**src/rtl/edge_frame_writer_pkg.sv**
```systemverilog
// ---------------------------------------------------------------------------
// edge_frame_writer_pkg
//
// Purpose:
//   Shared constants and types for the frame-buffer side of the edge-detection
//   pipeline. The display reader and the line buffer import the same package,
//   so raster geometry and the writer state encoding live in one place.
//
// Contents:
//   H_ACT, V_ACT    - active raster size (320x240)
//   FRAME_PIXELS    - pixels per frame (76800)
//   PIX_W           - pixel width (RGB444, 12 bits)
//   ADDR_W          - frame RAM address width (2^17 >= 76800)
//   fw_state_e      - writer FSM state encoding
//   ctrWidth()      - width of a counter that counts 0..n-1 (minimum 1 bit)
// ---------------------------------------------------------------------------
package edge_frame_writer_pkg;

  localparam int H_ACT        = 320;
  localparam int V_ACT        = 240;
  localparam int FRAME_PIXELS = H_ACT * V_ACT;
  localparam int PIX_W        = 12;
  localparam int ADDR_W       = 17;

  // IDLE waits for a start of frame, WRITE streams pixels into the current
  // bank, WAIT_SWAP holds a completed frame until the display reader frees
  // the other bank at vertical blank.
  typedef enum logic [1:0] {
    ST_IDLE      = 2'd0,
    ST_WRITE     = 2'd1,
    ST_WAIT_SWAP = 2'd2
  } fw_state_e;

  // A one-entry range still needs one bit so the counter declaration is legal.
  function automatic int ctrWidth(input int n);
    return (n > 1) ? $clog2(n) : 1;
  endfunction

endpackage

```
**src/rtl/edge_frame_writer_pix_addr_counter.sv**
```systemverilog
// ---------------------------------------------------------------------------
// pix_addr_counter
//
// Purpose:
//   Raster position tracker for the frame writer. Holds the linear frame RAM
//   address of the next pixel to be written, together with x/y counters used
//   only to recognise the last pixel of the frame. The address is a plain
//   incrementer, so no y*H_ACT multiply is ever needed.
//
// Ports:
//   clk      in   system clock, rising edge
//   rst_n    in   asynchronous active-low reset, counters return to 0
//   clear_i  in   restart the raster at address 0
//   inc_i    in   advance one pixel (combined with clear_i: address 0 is
//                 being consumed this cycle, so the counter lands on 1)
//   addr_o   out  linear address of the next pixel, y*H_ACT + x
//   last_o   out  the next pixel is x=H_ACT-1, y=V_ACT-1
// ---------------------------------------------------------------------------
module pix_addr_counter #(
  parameter int H_ACT  = edge_frame_writer_pkg::H_ACT,
  parameter int V_ACT  = edge_frame_writer_pkg::V_ACT,
  parameter int ADDR_W = edge_frame_writer_pkg::ADDR_W
) (
  input  logic              clk,
  input  logic              rst_n,
  input  logic              clear_i,
  input  logic              inc_i,
  output logic [ADDR_W-1:0] addr_o,
  output logic              last_o
);

  import edge_frame_writer_pkg::*;

  localparam int XW = ctrWidth(H_ACT);
  localparam int YW = ctrWidth(V_ACT);

  logic [ADDR_W-1:0] addr_q;
  logic [XW-1:0]     x_q;
  logic [YW-1:0]     y_q;
  logic              lineEnd;
  logic              frameEnd;

  // End-of-line and end-of-frame are decoded from the current position so the
  // writer knows, while accepting a pixel, whether that pixel closes the frame.
  always_comb begin
    lineEnd  = (x_q == XW'(H_ACT - 1));
    frameEnd = (y_q == YW'(V_ACT - 1));
  end

  // Clear wins over a plain increment. When both are set the pixel at address
  // 0 is being written this cycle, so the counter moves straight to the
  // position that follows it. For a one-pixel-wide raster that is the start
  // of line 1 rather than x=1.
  always_ff @(posedge clk or negedge rst_n) begin
    if (!rst_n) begin
      addr_q <= '0;
      x_q    <= '0;
      y_q    <= '0;
    end else if (clear_i) begin
      if (inc_i) begin
        addr_q <= ADDR_W'(1);
        x_q    <= (H_ACT > 1) ? XW'(1) : '0;
        y_q    <= (H_ACT > 1) ? '0 : YW'(1);
      end else begin
        addr_q <= '0;
        x_q    <= '0;
        y_q    <= '0;
      end
    end else if (inc_i) begin
      addr_q <= addr_q + ADDR_W'(1);
      if (lineEnd) begin
        x_q <= '0;
        y_q <= frameEnd ? '0 : y_q + YW'(1);
      end else begin
        x_q <= x_q + XW'(1);
      end
    end
  end

  assign addr_o = addr_q;
  assign last_o = lineEnd && frameEnd;

endmodule

```
**src/rtl/edge_frame_writer.sv**
```systemverilog
// ---------------------------------------------------------------------------
// edge_frame_writer
//
// Purpose:
//   Writes the filtered edge-detection pixel stream into a double-buffered
//   frame RAM. Tracks raster position, drives the RAM write port and swaps
//   banks with the display reader only at vertical blank, so the display
//   never scans a partially written frame. A frame that arrives while no bank
//   is free is dropped whole.
//
// Ports:
//   clk         in   system clock, rising edge
//   rst_n       in   asynchronous active-low reset
//   pixel_in    in   filtered pixel (PIX_W bits)
//   flag        in   pixel_in valid this cycle
//   sof         in   with flag: first pixel of a frame
//   vblank      in   one-cycle pulse at the start of display vertical blank
//   wr_en       out  frame RAM write strobe
//   wr_addr     out  linear write address y*H_ACT + x
//   wr_data     out  write data
//   wr_bank     out  bank being written
//   rd_bank     out  bank the display reads, always ~wr_bank
//   frame_done  out  pulse with the write of the last pixel of a frame
//   sync_err    out  pulse, sof arrived in the middle of a frame
//   frame_drop  out  pulse, a frame was discarded because no bank was free
//
// All outputs are registered and appear one cycle after the input cycle that
// caused them.
// ---------------------------------------------------------------------------
module edge_frame_writer #(
  parameter int H_ACT  = edge_frame_writer_pkg::H_ACT,
  parameter int V_ACT  = edge_frame_writer_pkg::V_ACT,
  parameter int PIX_W  = edge_frame_writer_pkg::PIX_W,
  parameter int ADDR_W = edge_frame_writer_pkg::ADDR_W
) (
  input  logic              clk,
  input  logic              rst_n,
  input  logic [PIX_W-1:0]  pixel_in,
  input  logic              flag,
  input  logic              sof,
  input  logic              vblank,
  output logic              wr_en,
  output logic [ADDR_W-1:0] wr_addr,
  output logic [PIX_W-1:0]  wr_data,
  output logic              wr_bank,
  output logic              rd_bank,
  output logic              frame_done,
  output logic              sync_err,
  output logic              frame_drop
);

  import edge_frame_writer_pkg::*;

  fw_state_e         state_q;
  logic              wrEn_q;
  logic [ADDR_W-1:0] wrAddr_q;
  logic [PIX_W-1:0]  wrData_q;
  logic              wrBank_q;
  logic              rdBank_q;
  logic              frameDone_q;
  logic              syncErr_q;
  logic              frameDrop_q;

  logic              startFrame;
  logic              advance;
  logic              cntClear;
  logic              cntInc;
  logic [ADDR_W-1:0] cntAddr;
  logic              cntLast;

  // Raster position of the next pixel to write.
  pix_addr_counter #(
    .H_ACT  (H_ACT),
    .V_ACT  (V_ACT),
    .ADDR_W (ADDR_W)
  ) u_counter (
    .clk     (clk),
    .rst_n   (rst_n),
    .clear_i (cntClear),
    .inc_i   (cntInc),
    .addr_o  (cntAddr),
    .last_o  (cntLast)
  );

  // Counter steering. A start of frame (from IDLE, as a mid-frame resync, or
  // coinciding with the swap in WAIT_SWAP) writes address 0 and leaves the
  // counter on 1. A normal pixel advances the counter, except the closing
  // pixel which rewinds it to 0 for the next frame.
  always_comb begin
    startFrame = 1'b0;
    advance    = 1'b0;
    case (state_q)
      ST_IDLE: begin
        startFrame = flag && sof;
      end
      ST_WRITE: begin
        startFrame = flag && sof;
        advance    = flag && !sof;
      end
      ST_WAIT_SWAP: begin
        startFrame = flag && sof && vblank;
      end
      default: begin
        startFrame = 1'b0;
      end
    endcase
    cntClear = startFrame || (advance && cntLast);
    cntInc   = startFrame || (advance && !cntLast);
  end

  // Writer FSM with registered outputs. Pulse outputs default low every cycle.
  // wr_addr and wr_data hold their last value between writes. The two bank
  // registers toggle together, which keeps rd_bank the complement of wr_bank
  // without a combinational inverter on an output.
  always_ff @(posedge clk or negedge rst_n) begin
    if (!rst_n) begin
      state_q     <= ST_IDLE;
      wrEn_q      <= 1'b0;
      wrAddr_q    <= '0;
      wrData_q    <= '0;
      wrBank_q    <= 1'b0;
      rdBank_q    <= 1'b1;
      frameDone_q <= 1'b0;
      syncErr_q   <= 1'b0;
      frameDrop_q <= 1'b0;
    end else begin
      wrEn_q      <= 1'b0;
      frameDone_q <= 1'b0;
      syncErr_q   <= 1'b0;
      frameDrop_q <= 1'b0;
      case (state_q)
        ST_IDLE: begin
          if (flag && sof) begin
            wrEn_q   <= 1'b1;
            wrAddr_q <= '0;
            wrData_q <= pixel_in;
            state_q  <= ST_WRITE;
          end
        end
        ST_WRITE: begin
          if (flag) begin
            wrEn_q   <= 1'b1;
            wrData_q <= pixel_in;
            if (sof) begin
              wrAddr_q  <= '0;
              syncErr_q <= 1'b1;
            end else begin
              wrAddr_q <= cntAddr;
              if (cntLast) begin
                frameDone_q <= 1'b1;
                state_q     <= ST_WAIT_SWAP;
              end
            end
          end
        end
        ST_WAIT_SWAP: begin
          if (vblank) begin
            wrBank_q <= ~wrBank_q;
            rdBank_q <= ~rdBank_q;
            if (flag && sof) begin
              wrEn_q   <= 1'b1;
              wrAddr_q <= '0;
              wrData_q <= pixel_in;
              state_q  <= ST_WRITE;
            end else begin
              state_q <= ST_IDLE;
            end
          end else if (flag && sof) begin
            frameDrop_q <= 1'b1;
          end
        end
        default: begin
          state_q <= ST_IDLE;
        end
      endcase
    end
  end

  assign wr_en      = wrEn_q;
  assign wr_addr    = wrAddr_q;
  assign wr_data    = wrData_q;
  assign wr_bank    = wrBank_q;
  assign rd_bank    = rdBank_q;
  assign frame_done = frameDone_q;
  assign sync_err   = syncErr_q;
  assign frame_drop = frameDrop_q;

endmodule

```
**config.mk**
```make
export PLATFORM = sky130hd
export DESIGN_NAME = edge_frame_writer
export DESIGN_NICKNAME = d
export VERILOG_FILES = /design/src/rtl/edge_frame_writer_pkg.sv /design/src/rtl/edge_frame_writer_pix_addr_counter.sv /design/src/rtl/edge_frame_writer.sv
export SDC_FILE = /design/constraint.sdc
export NUM_CORES = 1
export LEC_CHECK = 0
export ABC_AREA = 1
export ABC_CLOCK_PERIOD_IN_PS = 2300
export CAP_MARGIN = 5
export CORE_MARGIN = 10
export CORE_UTILIZATION = 40
export CTS_CLUSTER_SIZE = 30
export DETAILED_ROUTE_END_ITERATION = 10
export DONT_BUFFER_PORTS = 1
export PLACE_DENSITY_LB_ADDON = 0.2
export SLEW_MARGIN = 20
export SYNTH_ARGS = -nofsm -noshare
export SYNTH_HDL_FRONTEND = slang
export SYNTH_SLANG_ARGS = --single-unit
```
**constraint.sdc**
```tcl
create_clock -name clk -period 2.3 [get_ports clk]
set_clock_uncertainty 0.2 [all_clocks]
set_input_delay 0.23 -clock clk [delete_from_list [all_inputs] [get_ports clk]]
set_output_delay 0.23 -clock clk [all_outputs]
set_load 0.1 [all_outputs]
```
==> impl_metrics.ini, run 1 <==
[outcome]
status = finished clean

[timing]
slew_headroom = 0.652
slew_viol_final = 0
hold_ws_ps = 49.7
hold_violations = 0
max_slew.worst_pin.slew_ps = 523
period_share = 0.818
finalSetupTns_ps = 0
min_period_ps = 1880
max_freq_mhz = 531
finalSetupViolCount = 0
rsz0062_at_grt = no

[floorplan]
die-width_um = 116
core_mm2 = 0.00885
pin_count = 52
start_util = 0.417
die_h_um = 116
die_area_mm2 = 0.0135
rows = 34

[placed_design]
place_area_mm2 = 0.00406
numPortBuffers = 0
dpl.cell_count = 605
gp_congestion = 0.889
place_hpwl_um = 5720

[finish]
fin_nets = 546
final_area_mm2 = 0.00449
instances_no_fill = 639
n_antenna_cell = 0
areaGrowthSynthToFinish_pct = 21.7
drive_gt1_frac = 0.183
fill_cells = 851

[clocking]
cts-root-buf = clkbuf_8
cts.sinks = 71
h-tree-depth = 3
post_cts_resized = 0
cts_buffers = 9
cts_tree = built
clkTransAtPathRegs_ps = 80
clk_path_buf_depth = 2
insertion_delay_ps = 350

[logic_synthesis]
synth_cell_types = 32
yosys_warnings = 0
synth_edf_count = 0
synth_top_area_frac = 0.475
synth_seq_cells = 71
synth.largest_area_cell = dfrtp_1
ys_dominant_reg_cell = dfrtp_1
synthTopCellsByArea = dfrtp_1, nand2_1, nor2_1
syn_area_mm2 = 0.00369
synth_async_sr_flop_share = 1.00
post-synth-top-count-cell = nand2_1
synth_seq_area_share = 0.482
syn-mean-instance-area_um2 = 7.84
syn_inst = 470
synth_nets = 490
synthTopCellsByCount = nand2_1, dfrtp_1, nor2_1

[global_route]
grt-ovfl-total = 0
antenna_found_initial = 0
grt_pass1_wl_um = 14300
grt_start_max_net_pins = 72
grt_pass1_vias = 2949
grt_usage = 0.130

[setup_path]
startpoint_type = flip-flop
regToRegEndpoint = u_counter.y_q[7]
cp_max_fo = 6
critPathKind = flip-flop to flip-flop
timing.rr.start = u_counter.x_q[1]
ff2ff_path_depth = 8
reg2reg_slack_ps = 420
arrival_ps = 1970
cp-end-kind = flip-flop
required_ps = 2390

[detailed_routing]
wl_per_cell_um = 13.1
wirelength_um = 8400
route.detailed.drc = 0
dr.pass1.iters = 4
detail-route-antenna-nets = 0
avgViaCountPerCell = 4.83
drt-initial-drc-count = 182
via_count = 3089

[hold_path]
hold_end = u_counter.addr_o[0]
min_path_cells = 4
worstHoldStart = vblank
min_path_type = input port to flip-flop

[flow_run]
cap_violations = 0

[power]
leakagePower_nw = 2.26
p_per_area_mw_per_mm2 = 1180
ir_drop_mv = 0.713
worst max-delay path by stage:
stage	cells past startpoint	slack, ps	from	end
after floorplan	11	590	u_counter.x_q[1]	u_counter.y_q[1]
after global placement	10	480	u_counter.y_q[0]	state_q[0]
after detailed placement	10	430	u_counter.x_q[1]	u_counter.addr_o[2]
after CTS	10	420	u_counter.x_q[1]	u_counter.addr_o[2]
after global routing	10	240	u_counter.y_q[0]	state_q[0]
final	8	420	u_counter.x_q[1]	u_counter.y_q[7]
placed cells by master (no fill, tap or decap), types with 6 or more instances in the layout:
| master | count |
|---|---|
| inv_2 | 7 |
| dfrtp_1 | 70 |
| nand2_1 | 176 |
| dlygate4sd3_1 | 17 |
| nand3_2 | 14 |
| a21oi_1 | 6 |
| buf_4 | 39 |
| nor2_1 | 61 |
| clkbuf_8 | 10 |
| nand4_1 | 7 |
| xor2_1 | 7 |
| nor3_1 | 6 |
| nand3_1 | 37 |
| inv_1 | 30 |
final cells by class:
type,count,area [µm²],share of cell area
clock inverters,6,92.6,0.0206
multi-input cells,346,1660,0.370
well taps,108,135,0.0301
repair buffers,59,531,0.118
flip-flops and latches,71,1780,0.396
inverters,39,151,0.0338
clock buffers,10,138,0.0307
kinds of logic (layout without fill, tap and decap cells):
| family | Yosys count | in the layout | synth area share |
|---|---|---|---|
| AND/OR/NAND/NOR | 317 | 317 | 0.389 |
| buffers and inverters | 53 | 114 | 0.0672 |
| AO/OA/AOI/OAI | 16 | 16 | 0.0278 |
| adder cells (fa/ha/maj) | 3 | 3 | 0.0102 |
| XOR/XNOR | 10 | 10 | 0.0238 |
| flip-flops | 71 | 71 | 0.482 |
repair_timing:
action                                  4_1_cts  5_1_grt
hold buffers                                 18        0
setup buffers                                 0        0
endpoints found under the hold margin        90        0
endpoints found under the setup margin        0        0
metrics by stage:
step | setup WS, ps | total power [mW] | utilization
2_1_floorplan | 592 | 3.63 | -
4_1_cts | 420 | 5.34 | 0.507
3_3_place_gp | 483 | 4.10 | 0.459
5_1_grt | 235 | 5.58 | 0.507
3_5_place_dp | 433 | 4.14 | 0.459
6_report | 418 | 5.30 | 0.507
per-layer routing:
layer / global-route usage / share of wire / up-vias
met2: 0.200 / 0.44 / 76
met4: 0.0534 / 0.015 / 0
met5: 0 / 0 / -
met1: 0.171 / 0.48 / 1416
li1: - / - / 1587
met3: 0.0336 / 0.067 / 10
power breakdown:
part / internal (mW) / total [mW] / switching, mW
combinational: 0.538 / 2.30 / 1.76
sequential: 1.54 / 1.86 / 0.319
clock: 0.646 / 1.15 / 0.502
sequential cells by signal, indices dropped and copies added, names as in the netlist:
| signal | count |
|---|---|
| rd_bank | 1 |
| wr_bank | 1 |
| frame_done | 1 |
| state_q | 2 |
| u_counter.x_q | 9 |
| u_counter.addr_o | 17 |
| wr_data | 12 |
| sync_err | 1 |
| wr_addr | 17 |
| frame_drop | 1 |
| u_counter.y_q | 8 |
| wr_en | 1 |
worst max-delay path: stages, from the launching register on:
cell and delay [ps]:
dfrtp_1 380, ha_1 250, nand3_2 120, nor2_2 130, nand2_1 150, o21ai_4 240, buf_4 210, nand3_2 80
nand2_1 70
(Power assumes the default switching activity.)
==> inputs of run 2 (changes only) <==
- ABC_CLOCK_PERIOD_IN_PS: 2300 -> 1530
- clock period: 2.3 -> 1.53 ns (I/O delays scaled with it)
==> impl_metrics.ini, run 2 (synthesis gave the netlist of run 1 again) <==
[finish]
drive_gt1_frac = 0.420
final_common_cell = nand2_1
n_antenna_cell = 0
areaGrowthSynthToFinish_pct = 53.6
fill_cells = 703
final_area_mm2 = 0.00566
final_cell_mix = nand2_1, buf_4, dfrtp_1
fin_nets = 622
fin_util = 0.640

[clocking]
clkTransAtPathRegs_ps = 80
cts_tree = built
clk_path_buf_depth = 2
ctsHoldBuffers = 16
cts.sinks = 71
h-tree-depth = 3
insertion_delay_ps = 350
cts-root-buf = clkbuf_8
cts_buffers = 9

[placed_design]
place_area_mm2 = 0.00452
place_hpwl_um = 6210
pre_cts_ws_ps = -177
gp_congestion = 0.846
numPortBuffers = 0

[floorplan]
start_util = 0.417
pin_count = 52
die_area_mm2 = 0.0135
die_h_um = 116
core_mm2 = 0.00885
die-width_um = 116
rows = 34

[flow_run]
cap_violations = 0

[detailed_routing]
wirelength_um = 10300
wl_per_cell_um = 14.3
detail-route-antenna-nets = 0
route.detailed.drc = 0
drt-initial-drc-count = 193
avgViaCountPerCell = 4.90
via_count = 3504
dr.pass1.iters = 4

[setup_path]
required_ps = 1620
crit_buf_inv = 3
cp_top_family = simple AND/OR/NAND/NOR gates
cp-end-kind = flip-flop
worstPathCellList = inv_2 > nor2_4 > nand3_4 > nand3_4 > clkbuf_16 > clkbuf_16 > nand2_1 > nand2_1
arrival_ps = 1790
reg2reg_slack_ps = -170
max_stage_delay_ps = 440
startpoint_type = flip-flop
critPathKind = flip-flop to flip-flop
cp_max_fo = 6
cpMaxStageDelayCell = dfrtp_1

[timing]
max_slew.worst_pin.slew_ps = 284
slew_viol_final = 0
finalSetupViolCount = 65
rsz0062_at_grt = yes
hold_violations = 72
slew_headroom = 0.812
fin_ws_ps = -169
max_freq_mhz = 589
period_share = 1.11
min_period_ps = 1700
hold_ws_ps = -709

[global_route]
grt-ovfl-total = 0
grt_pass1_vias = 3273
grt_usage = 0.137
grt_pass1_wl_um = 15000
grt_start_max_net_pins = 72
antenna_found_initial = 0

[power]
p_per_area_mw_per_mm2 = 1660
finalPower_mw = 9.39
leakagePower_nw = 2.84
ir_drop_mv = 1.06

[outcome]
status = complete, but fails checks
violations = negative hold slack, negative setup slack

[hold_path]
min_path_type = input port to asynchronous set/reset pin
run 2: cell count changes in the layout (fill, tap and decap cells not counted), sizes merged:
cell	change
buf	+69
bufinv	-1
clkbuf	+9
clkinv	+2
clkinvlp	-1
dlygate4sd3	-2
dlymetal6s4s	+1
inv	-1
run 2: layout make-up:
class | instances | area [µm²] | area share
multi-input cells | 346 | 2030 | 0.359
flip-flops and latches | 71 | 1780 | 0.314
repair buffers | 135 | 1340 | 0.237
inverters | 39 | 166 | 0.0294
clock buffers | 11 | 151 | 0.0267
well taps | 108 | 135 | 0.0239
clock inverters | 5 | 56.3 | 0.00994
run 2: metal layers:
| metal | GRT usage | routed length, µm | vias to the layer above |
|---|---|---|---|
| met1 | 0.172 | 4520 | 1647 |
| met3 | 0.0357 | 557 | 17 |
| met4 | 0.0575 | 221 | 0 |
| met5 | 0 | 0 | - |
| met2 | 0.219 | 4960 | 88 |
| li1 | - | - | 1752 |
run 2: timing repair:
action / in CTS / in global routing
endpoints found under the setup margin: 64 / 68
cloned: 0 / 10
buffers inserted: 14 / 1
gates resized for setup: 28 / 90
pin swaps: 12 / 35
hold endpoints to repair: 106 / 71
run 2: worst register-to-register path: stages (launching register included):
cell       delay (ps)
dfrtp_1           440
inv_2              60
nor2_4            110
nand3_4           140
nand3_4           190
clkbuf_16         200
clkbuf_16         170
nand2_1            60
nand2_1            70
run 2: metrics by stage:
step / hold slack, ps / instances / TNS [ps]
global route: -739 / 715 / -12310
detailed placement: -339 / 658 / -5400
floorplan: -343 / 470 / -1750
global placement: -339 / 658 / -3500
CTS: -724 / 704 / -5750
finish: -709 / 715 / -7820
run 2: path summary, 6_finish.rpt:
check / startpoint / endpoint / cells past startpoint
max in group asynchronous: rst_n / rd_bank / 0
max: state_q[0] / wr_data[2] / 8
max reg2reg: state_q[0] / wr_data[2] / 8
min: rst_n / wr_addr[5] / 0
min reg2reg: wr_addr[12] / wr_addr[12] / 2
min in group clk: flag / u_counter.addr_o[0] / 4
run 2: power by group:
| part | switching (mW) | total [mW] | internal, mW |
|---|---|---|---|
| Combinational | 3.29 | 5.13 | 1.85 |
| Sequential | 0.379 | 2.69 | 2.32 |
| Clock | 0.725 | 1.56 | 0.839 |
| Total | 4.39 | 9.39 | 5.00 |
